$ cat src/rtl/logic_result_stage_pkg.sv
`timescale 1ns/1ps
`default_nettype none
// ============================================================================
//  Package : logic_result_stage_pkg
//  Purpose : Opcode constants shared by the logic unit, the decoder and the
//            result stage, plus the occupancy-state encoding of the stage.
//  Contents: OP_AND/OP_OR/OP_XOR/OP_NOR, is_logic_op(), occ_state_t
//  Revision: 1.0 - initial release
// ============================================================================
package logic_result_stage_pkg;

    localparam int OPCODE_W = 4;

    localparam logic [OPCODE_W-1:0] OP_AND = 4'b0100;
    localparam logic [OPCODE_W-1:0] OP_OR  = 4'b0101;
    localparam logic [OPCODE_W-1:0] OP_XOR = 4'b0110;
    localparam logic [OPCODE_W-1:0] OP_NOR = 4'b0111;

    // Occupancy of the two-entry output buffer.
    typedef enum logic [1:0] {
        ST_EMPTY = 2'd0,   // nothing held
        ST_ONE   = 2'd1,   // main entry only
        ST_FULL  = 2'd2    // main + skid entry
    } occ_state_t;

    // True for the four opcodes the logic unit actually implements.
    function automatic logic is_logic_op(input logic [OPCODE_W-1:0] opcode);
        return (opcode == OP_AND) || (opcode == OP_OR) ||
               (opcode == OP_XOR) || (opcode == OP_NOR);
    endfunction

endpackage

`default_nettype wire

$ cat src/rtl/logic_result_stage_result_flags.sv
`timescale 1ns/1ps
`default_nettype none
// ============================================================================
//  Module  : result_flags
//  Purpose : Combinational zero / negative / illegal-opcode flags for one
//            logic-unit result.
//  Ports   : result_i   [WIDTH-1:0]  logic unit output
//            opcode_i   [3:0]        opcode that produced result_i
//            zero_o                  result_i == 0
//            neg_o                   result_i MSB
//            illegal_o               opcode_i is not an implemented logic op
//  Revision: 1.0 - initial release
// ============================================================================
module result_flags
    import logic_result_stage_pkg::*;
#(
    parameter int WIDTH = 32
) (
    input  logic [WIDTH-1:0]    result_i,
    input  logic [OPCODE_W-1:0] opcode_i,
    output logic                zero_o,
    output logic                neg_o,
    output logic                illegal_o
);

    assign zero_o    = (result_i == '0);
    assign neg_o     = result_i[WIDTH-1];
    assign illegal_o = !is_logic_op(opcode_i);

endmodule

`default_nettype wire

$ cat src/rtl/logic_result_stage.sv
`timescale 1ns/1ps
`default_nettype none
// ============================================================================
//  Module  : logic_result_stage
//  Purpose : Registered result stage behind the 32-bit logic unit. Captures
//            result + derived flags, and hands them to writeback over a
//            valid/ready handshake through a 2-entry skid buffer so that
//            in_ready comes straight from a flop.
//  Ports   : clk, reset (async, active-high)
//            in_valid / in_ready / in_result / in_opcode   issue side
//            out_valid / out_ready / out_data              writeback side
//            out_zero / out_neg / out_illegal              flags of out_data
//            illegal_cnt                                   saturating count of
//                                                          accepted illegal ops
//  Revision: 1.0 - initial release
// ============================================================================
module logic_result_stage
    import logic_result_stage_pkg::*;
#(
    parameter int WIDTH     = 32,
    parameter int CNT_WIDTH = 16
) (
    input  logic                 clk,
    input  logic                 reset,
    input  logic                 in_valid,
    output logic                 in_ready,
    input  logic [WIDTH-1:0]     in_result,
    input  logic [OPCODE_W-1:0]  in_opcode,
    output logic                 out_valid,
    input  logic                 out_ready,
    output logic [WIDTH-1:0]     out_data,
    output logic                 out_zero,
    output logic                 out_neg,
    output logic                 out_illegal,
    output logic [CNT_WIDTH-1:0] illegal_cnt
);

    localparam logic [CNT_WIDTH-1:0] CNT_ONE = {{(CNT_WIDTH-1){1'b0}}, 1'b1};
    localparam logic [CNT_WIDTH-1:0] CNT_MAX = {CNT_WIDTH{1'b1}};

    // ------------------------------------------------------------------
    // Flags are derived once, on the input side, and stored with the entry
    // ------------------------------------------------------------------
    logic w_zero;
    logic w_neg;
    logic w_illegal;

    result_flags #(
        .WIDTH (WIDTH)
    ) u_result_flags (
        .result_i  (in_result),
        .opcode_i  (in_opcode),
        .zero_o    (w_zero),
        .neg_o     (w_neg),
        .illegal_o (w_illegal)
    );

    // ------------------------------------------------------------------
    // State
    // ------------------------------------------------------------------
    occ_state_t       state_q;
    logic             in_ready_q;
    logic             main_valid_q;
    logic [WIDTH-1:0] main_data_q;
    logic             main_zero_q;
    logic             main_neg_q;
    logic             main_ill_q;
    logic [WIDTH-1:0] skid_data_q;
    logic             skid_zero_q;
    logic             skid_neg_q;
    logic             skid_ill_q;

    logic w_accept;
    logic w_drain;

    assign w_accept = in_valid && in_ready_q;
    assign w_drain  = main_valid_q && out_ready;

    // Occupancy FSM. in_ready_q is updated alongside the state so it always
    // equals "skid empty" without any combinational path from out_ready.
    always_ff @(posedge clk or posedge reset) begin
        if (reset) begin
            state_q      <= ST_EMPTY;
            in_ready_q   <= 1'b1;
            main_valid_q <= 1'b0;
            main_data_q  <= '0;
            main_zero_q  <= 1'b0;
            main_neg_q   <= 1'b0;
            main_ill_q   <= 1'b0;
            skid_data_q  <= '0;
            skid_zero_q  <= 1'b0;
            skid_neg_q   <= 1'b0;
            skid_ill_q   <= 1'b0;
        end else begin
            case (state_q)
                ST_EMPTY: begin
                    if (w_accept) begin
                        main_valid_q <= 1'b1;
                        main_data_q  <= in_result;
                        main_zero_q  <= w_zero;
                        main_neg_q   <= w_neg;
                        main_ill_q   <= w_illegal;
                        state_q      <= ST_ONE;
                    end
                end
                ST_ONE: begin
                    if (w_accept && w_drain) begin
                        // Main is leaving this cycle, so the new entry replaces it.
                        main_data_q <= in_result;
                        main_zero_q <= w_zero;
                        main_neg_q  <= w_neg;
                        main_ill_q  <= w_illegal;
                    end else if (w_accept) begin
                        skid_data_q <= in_result;
                        skid_zero_q <= w_zero;
                        skid_neg_q  <= w_neg;
                        skid_ill_q  <= w_illegal;
                        in_ready_q  <= 1'b0;
                        state_q     <= ST_FULL;
                    end else if (w_drain) begin
                        // Flags read as 0 whenever nothing is presented.
                        main_valid_q <= 1'b0;
                        main_zero_q  <= 1'b0;
                        main_neg_q   <= 1'b0;
                        main_ill_q   <= 1'b0;
                        state_q      <= ST_EMPTY;
                    end
                end
                ST_FULL: begin
                    // No accept possible here: in_ready_q is low.
                    if (w_drain) begin
                        main_data_q <= skid_data_q;
                        main_zero_q <= skid_zero_q;
                        main_neg_q  <= skid_neg_q;
                        main_ill_q  <= skid_ill_q;
                        in_ready_q  <= 1'b1;
                        state_q     <= ST_ONE;
                    end
                end
                default: begin
                    state_q      <= ST_EMPTY;
                    in_ready_q   <= 1'b1;
                    main_valid_q <= 1'b0;
                    main_zero_q  <= 1'b0;
                    main_neg_q   <= 1'b0;
                    main_ill_q   <= 1'b0;
                end
            endcase
        end
    end

    // ------------------------------------------------------------------
    // Saturating illegal-opcode counter, counted at accept time
    // ------------------------------------------------------------------
    logic [CNT_WIDTH-1:0] cnt_q;
    logic [CNT_WIDTH-1:0] cnt_d;

    always_comb begin
        cnt_d = cnt_q;
        if (w_accept && w_illegal && (cnt_q != CNT_MAX)) begin
            cnt_d = cnt_q + CNT_ONE;
        end
    end

    always_ff @(posedge clk or posedge reset) begin
        if (reset) begin
            cnt_q <= '0;
        end else begin
            cnt_q <= cnt_d;
        end
    end

    // ------------------------------------------------------------------
    // Outputs
    // ------------------------------------------------------------------
    assign in_ready    = in_ready_q;
    assign out_valid   = main_valid_q;
    assign out_data    = main_data_q;
    assign out_zero    = main_zero_q;
    assign out_neg     = main_neg_q;
    assign out_illegal = main_ill_q;
    assign illegal_cnt = cnt_q;

endmodule

`default_nettype wire
$ cat config.mk
export PLATFORM = sky130hd
export DESIGN_NAME = logic_result_stage
export DESIGN_NICKNAME = d
export VERILOG_FILES = /design/src/rtl/logic_result_stage_pkg.sv /design/src/rtl/logic_result_stage_result_flags.sv /design/src/rtl/logic_result_stage.sv
export SDC_FILE = /design/constraint.sdc
export NUM_CORES = 1
export LEC_CHECK = 0
export ABC_CLOCK_PERIOD_IN_PS = 3500
export CAP_MARGIN = 20
export CORE_MARGIN = 10
export CORE_UTILIZATION = 45
export DETAILED_ROUTE_END_ITERATION = 8
export GPL_TIMING_DRIVEN = 0
export MAX_ROUTING_LAYER = met4
export PLACE_DENSITY = 0.76
export SLEW_MARGIN = 20
export SYNTH_ARGS = -nofsm -noshare
export SYNTH_HDL_FRONTEND = slang
export SYNTH_HIERARCHICAL = 1
export SYNTH_SLANG_ARGS = --single-unit
$ cat constraint.sdc
create_clock -name clk -period 3.5 [get_ports clk]
set_input_delay 1.05 -clock clk [delete_from_list [all_inputs] [get_ports clk]]
set_output_delay 1.05 -clock clk [all_outputs]
set_load 0.02 [all_outputs]
# [Word-level counts from Yosys, hierarchy flattened]
# Cells that the tools add are included.
# W data, S select, Z words.
[totals] reg_bits=90 inputBits=40 out_inout_bits=53 elab_cells=82
[op_classes] n_addsub=1 eq_ne=17 n_mux=31 bitwise=3 n_reduce_logical=18
[ops] op="$mux W32" n=3
[ops] op="$pmux W32 S3" n=1
[ops] op="$logic_not A32 Y1" n=1
[ops] op="$add A16 B1 Y16 const B" n=1
[ops] op="$eq A4 B3 Y1 const B" n=4
[ops] op="$mux W1" n=16
[ops] op="$ne A16 B16 Y1 const B" n=1
[ops] op="$reduce_and A4 Y1" n=4
[ops] op="$pmux W1 S3" n=5
[ops] op="$ne A2 B2 Y1 const B" n=7
[ops] op="$mux W2" n=5
[ops] op="$ne A3 B3 Y1 const B" n=3
[ops] op="$pmux W2 S3" n=1
[ops] op="$logic_and A1 B1 Y1" n=5
[ops] op="$reduce_and A5 Y1" n=1
[ops] op="$logic_or A1 B1 Y1" n=3
[ops] op="$not A1 Y1" n=3
[ops] op="$reduce_and A3 Y1" n=1
[ops] op="$reduce_bool A3 Y1" n=1
[ops] op="$eq A2 B1 Y1 const B" n=1
[ops] op="$eq A2 B2 Y1 const B" n=1
[ops] op="$logic_not A2 Y1" n=1
[ops] op="$logic_not A1 Y1" n=1

# [Longest topological paths before layout]
[logic_depth] word_depth=7 mapped_depth=6 depth_no_buf=6

# [Hierarchy]
# The synthesis kept the hierarchy.
[modules_own_cells] module="logic_result_stage" instances=1 cells_per_inst=291 area_per_inst_um2=4022.6 seq_area_each_um2=2253.4
[modules_own_cells] module="result_flags" instances=1 cells_per_inst=13 area_per_inst_um2=86.3 seq_area_each_um2=0.0

# [Worst setup path before layout]
# Ideal clock, no wire load.
[synth_path] kind="input -> register" from="input port in_valid" to="register main_data_q[0] (netlist: out_data[0])" setup_ns=0.128 t_arrival_ns=2.287 required_ns=3.372 path_slack_ns=1.086 cell_stages=6 n_path_buf=2 cell_sequence="and3b_1 > buf_2 > a21o_1 > a21oi_2 > buf_2 > mux2_1"
[synth_between] elab_chain_len=4 word_cells_on_any_way=5 classes_between="eq/ne: 2; reduce/logical: 3"
[synth_rtl] element="start: declaration" line_no="logic_result_stage.sv:25" source="input logic in_valid,"
[synth_rtl] element="$logic_and A1 B1 Y1 (*)" line_no="logic_result_stage.sv:76" source="assign w_accept = in_valid && in_ready_q;"
[synth_rtl] element="$logic_and A1 B1 Y1" line_no="logic_result_stage.sv:107" source="if (w_accept && w_drain) begin"
[synth_rtl] element="$ne A2 B2 Y1 (no source line)"
[synth_rtl] element="$reduce_and A4 Y1 (no source line) (*)"
[synth_rtl] element="end signal: assignment" line_no="logic_result_stage.sv:99" source="main_data_q <= in_result;"
[synth_rtl] element="end signal: assignment" line_no="logic_result_stage.sv:109" source="main_data_q <= in_result;"
[synth_rtl] element="end signal: assignment" line_no="logic_result_stage.sv:132" source="main_data_q <= skid_data_q;"
[synth_rtl] element="end: declaration" line_no="logic_result_stage.sv:64" source="logic [WIDTH-1:0] main_data_q;"
# Every way passes the cells marked *; elsewhere a longest branch is shown, timed or not.
# A chain may end at the register's enable or synchronous reset.

# [Worst setup path in the final report]
[layout_path] from="input port in_valid" to="register main_data_q[22] (netlist: out_data[22])"
# The elaborated chain is that of the path after synthesis.

==> results.yml <==
status:
  status: "completed"
setup_path:
  worstSetupPathType: "input port to register"
  slowest_delay_ns: 0.51
  cp-end-kind: "register"
  crit_fanout: 10
  worst_path_max_delay_cell: "clkdlybuf4s50_1"
  cpMostUsedCell: "buf_2"
  crit_chain: "clkdlybuf4s50_1, and3b_1, buf_2, a21o_1, a21oi_2, buf_2, mux2_1"
  worst-r2r-cell-count: 6
  arrival_ns: 3.13
  path_delay_family: "buffers and inverters"
  path_depth: 7
  cp_num_buf_inv: 3
  worstPathRequired_ns: 3.74
  startpoint_type: "input port"
logic_synthesis:
  synth_edf_count: 0
  synthTopCellsByCount: "dfrtp_1 (89), mux2_2 (64), mux2_1 (38)"
  ys_types: 42
  postSynthAreaPerCell_um2: 13.5
  synth_fp_nets: 345
  synth.area.top_cells: "dfrtp_1 (54%), mux2_2 (18%), mux2_1 (10%), xnor2_1 (1.5%), nor4_1 (1.4%)"
  ys.flop_type: "dfrtp_1"
  yosys_register_bits: 90
  ys_warn_count: 6
  synth.most_common_cell: "dfrtp_1"
  synth_seq_area_share_pct: 54.8
  yosysTopAreaCell: "dfrtp_1"
  synth_top_area_share_pct: 54.2
  synth_area_um2: 4110
  async_reset_ff_share_pct: 100
  synthCells: 304
finish:
  layoutNonFillerInstCount: 519
  area_growth_syn_to_layout_pct: 30.3
  antenna_cells: 0
  layout.nets: 447
  drive_above_1_share_pct: 24.6
  fin_area_um2: 5360
detailed_routing:
  drt-met1-wl_mm: 4.16
  vias_per_cell: 5.49
  drc: 0
  wirelength_mm: 9.40
  vias: 2847
  ant_nets: 0
  wl_per_cell_um: 18.1
  firstDrtPassIters: 4
  routed-wl-met3_um: 687
  routed.top_layer: "met4"
  met2_length_mm: 4.46
  drt_iter0_drc: 97
placement:
  portBuffers: 90
  dpl_cell_area_um2: 5170
  place.gp.congestion: 0.830
  dp_slack_ns: 0.244
  place_inst: 503
  dp.final_hpwl_mm: 7.06
power_and_ir_drop:
  irDropWorstVdd_mv: 0.231
  power_density_nw_per_um2: 331
  p_comb_share_pct: 4.7
  p_seq_share_pct: 58.7
  p_sw_share_pct: 23.2
  p_int_mw: 1.36
  clkPwrFrac_pct: 36.6
  leakagePower_nw: 2.53
  power.net_switching_mw: 0.411
min_path:
  hold_class: "register to register"
  hold_path_depth: 1
sta:
  finalCritPeriodShare_pct: 82.4
  fin_crit_ns: 2.89
  finClkSkew_ns: 0.00646
  relSlewSlack_pct: 53.3
  worst_slack_ns: 0.614
  hold_ws_ns: 0.495
  worstMarginPinSlew_ns: 0.694
  hold_viol_final: 0
  setup_viol: 0
  fmax_mhz: 347
  finalMaxSlewViolations: 0
  rsz0062_at_grt: "false"
floorplan:
  die_h_um: 116
  core_um2: 8810
  num_rows: 34
  initial_core_util_pct: 46.7
  io_pins: 93
  dieArea_um2: 13400
  die_w_um: 116
cts:
  clock-root-buffer: "clkbuf_8"
  clock-sinks: 90
  cts_tree: "done"
  cts_setup_buffers: 0
  cts_buffer_depth: 2
  numCtsBuffers: 9
  holdBufCountCts: 0
  insertion_delay_ns: 0.35
  cts-resized-gates: 0
  htree_levels: 3
  clk_pin_slew_ns: 0.09
global_routing:
  grt_max_degree: 54
  grt-ovfl-total: 0
  grtUsageTotal_pct: 14.7
  antenna_found_initial: 0
  grt_pass1_wl_mm: 15.2
  grt_pass1_vias: 3049
flow_run:
  drv_cap: 0
-- area by class of cell --
| type | instances | area, µm² |
|---|---|---|
| fill | 702 | 3450 |
| sequential | 90 | 2250 |
| multi-input combinational | 196 | 1770 |
| timing repair buffer | 91 | 928 |
| clock buffer | 10 | 138 |
| tap | 108 | 135 |
| buffer | 15 | 72.6 |
| clock inverter | 6 | 42.5 |
| inverter | 3 | 13.8 |
-- sequential cells by signal, indices dropped and copies added, names as in the netlist --
| name | flops |
|---|---|
| out_data | 32 |
| out_illegal | 1 |
| skid_neg_q | 1 |
| out_zero | 1 |
| state_q | 2 |
| illegal_cnt | 16 |
| in_ready | 1 |
| skid_zero_q | 1 |
| out_neg | 1 |
| out_valid | 1 |
| skid_data_q | 32 |
| skid_ill_q | 1 |
-- metrics by stage --
stage	total power [mW]	util (%)	setup TNS, ns
floorplan	1.08	-	0
global placement	1.14	58.4	-116.90
detailed placement	1.14	58.8	0
CTS	1.79	60.8	0
global route	1.84	60.8	0
finish	1.77	60.8	0
-- cell usage in the layout (no fill, tap or decap), types with 8 or more instances in the layout --
| master | n |
|---|---|
| clkdlybuf4s50_1 | 90 |
| dfrtp_1 | 89 |
| mux2_2 | 64 |
| mux2_1 | 38 |
| buf_2 | 10 |
| nand3_1 | 10 |
| clkbuf_8 | 10 |
| nor2_1 | 9 |
| nor4_1 | 9 |
| nand4_1 | 8 |
-- path summary, 6_finish.rpt --
path,startpoint,end,slack (ns)
worst min register to register,skid_data_q[3]$_DFFE_PP0P_,skid_data_q[3]$_DFFE_PP0P_,0.49
worst max register to register,state_q[0]$_DFFE_PP0P_,out_data[10]$_DFFE_PP0P_,1.35
worst min-delay path,skid_data_q[3]$_DFFE_PP0P_,skid_data_q[3]$_DFFE_PP0P_,0.49
worst max-delay path,in_valid,out_data[22]$_DFFE_PP0P_,0.61
max in group asynchronous,reset,skid_data_q[15]$_DFFE_PP0P_,1.79
min in group asynchronous,reset,illegal_cnt[13]$_DFFE_PP0P_,1.08
-- power groups by stage --
stage / sequential (mW) / combinational (mW) / clock (mW)
after floorplan: 1.06 / 0.0195 / 0
after global placement: 1.06 / 0.0792 / 0
after detailed placement: 1.06 / 0.0848 / 0
after CTS: 1.04 / 0.0851 / 0.664
after global routing: 1.04 / 0.0908 / 0.706
final: 1.04 / 0.0828 / 0.649
-- routing by layer --
layer / track usage [%] / vias to the layer above
li1: - / 1328
met1: 17.5 / 1431
met2: 23.4 / 80
met3: 4.44 / 8
met4: 4.56 / 0
met5: - / -
-- cells by family (layout without fill, tap and decap cells) --
kind of cell             count (synthesis)  count (layout)  share of synthesized area (%)
AND/OR/NAND/NOR                         60              60                           8.43
adder cells (fa/ha/maj)                  1               1                          0.304
AO/OA/AOI/OAI                           24              24                           4.35
flip-flops                              90              90                           54.8
multiplexers                           103             103                           28.3
buffers and inverters                   18             125                           2.04
XOR/XNOR                                 8               8                           1.71
(Power assumes the default switching activity.)
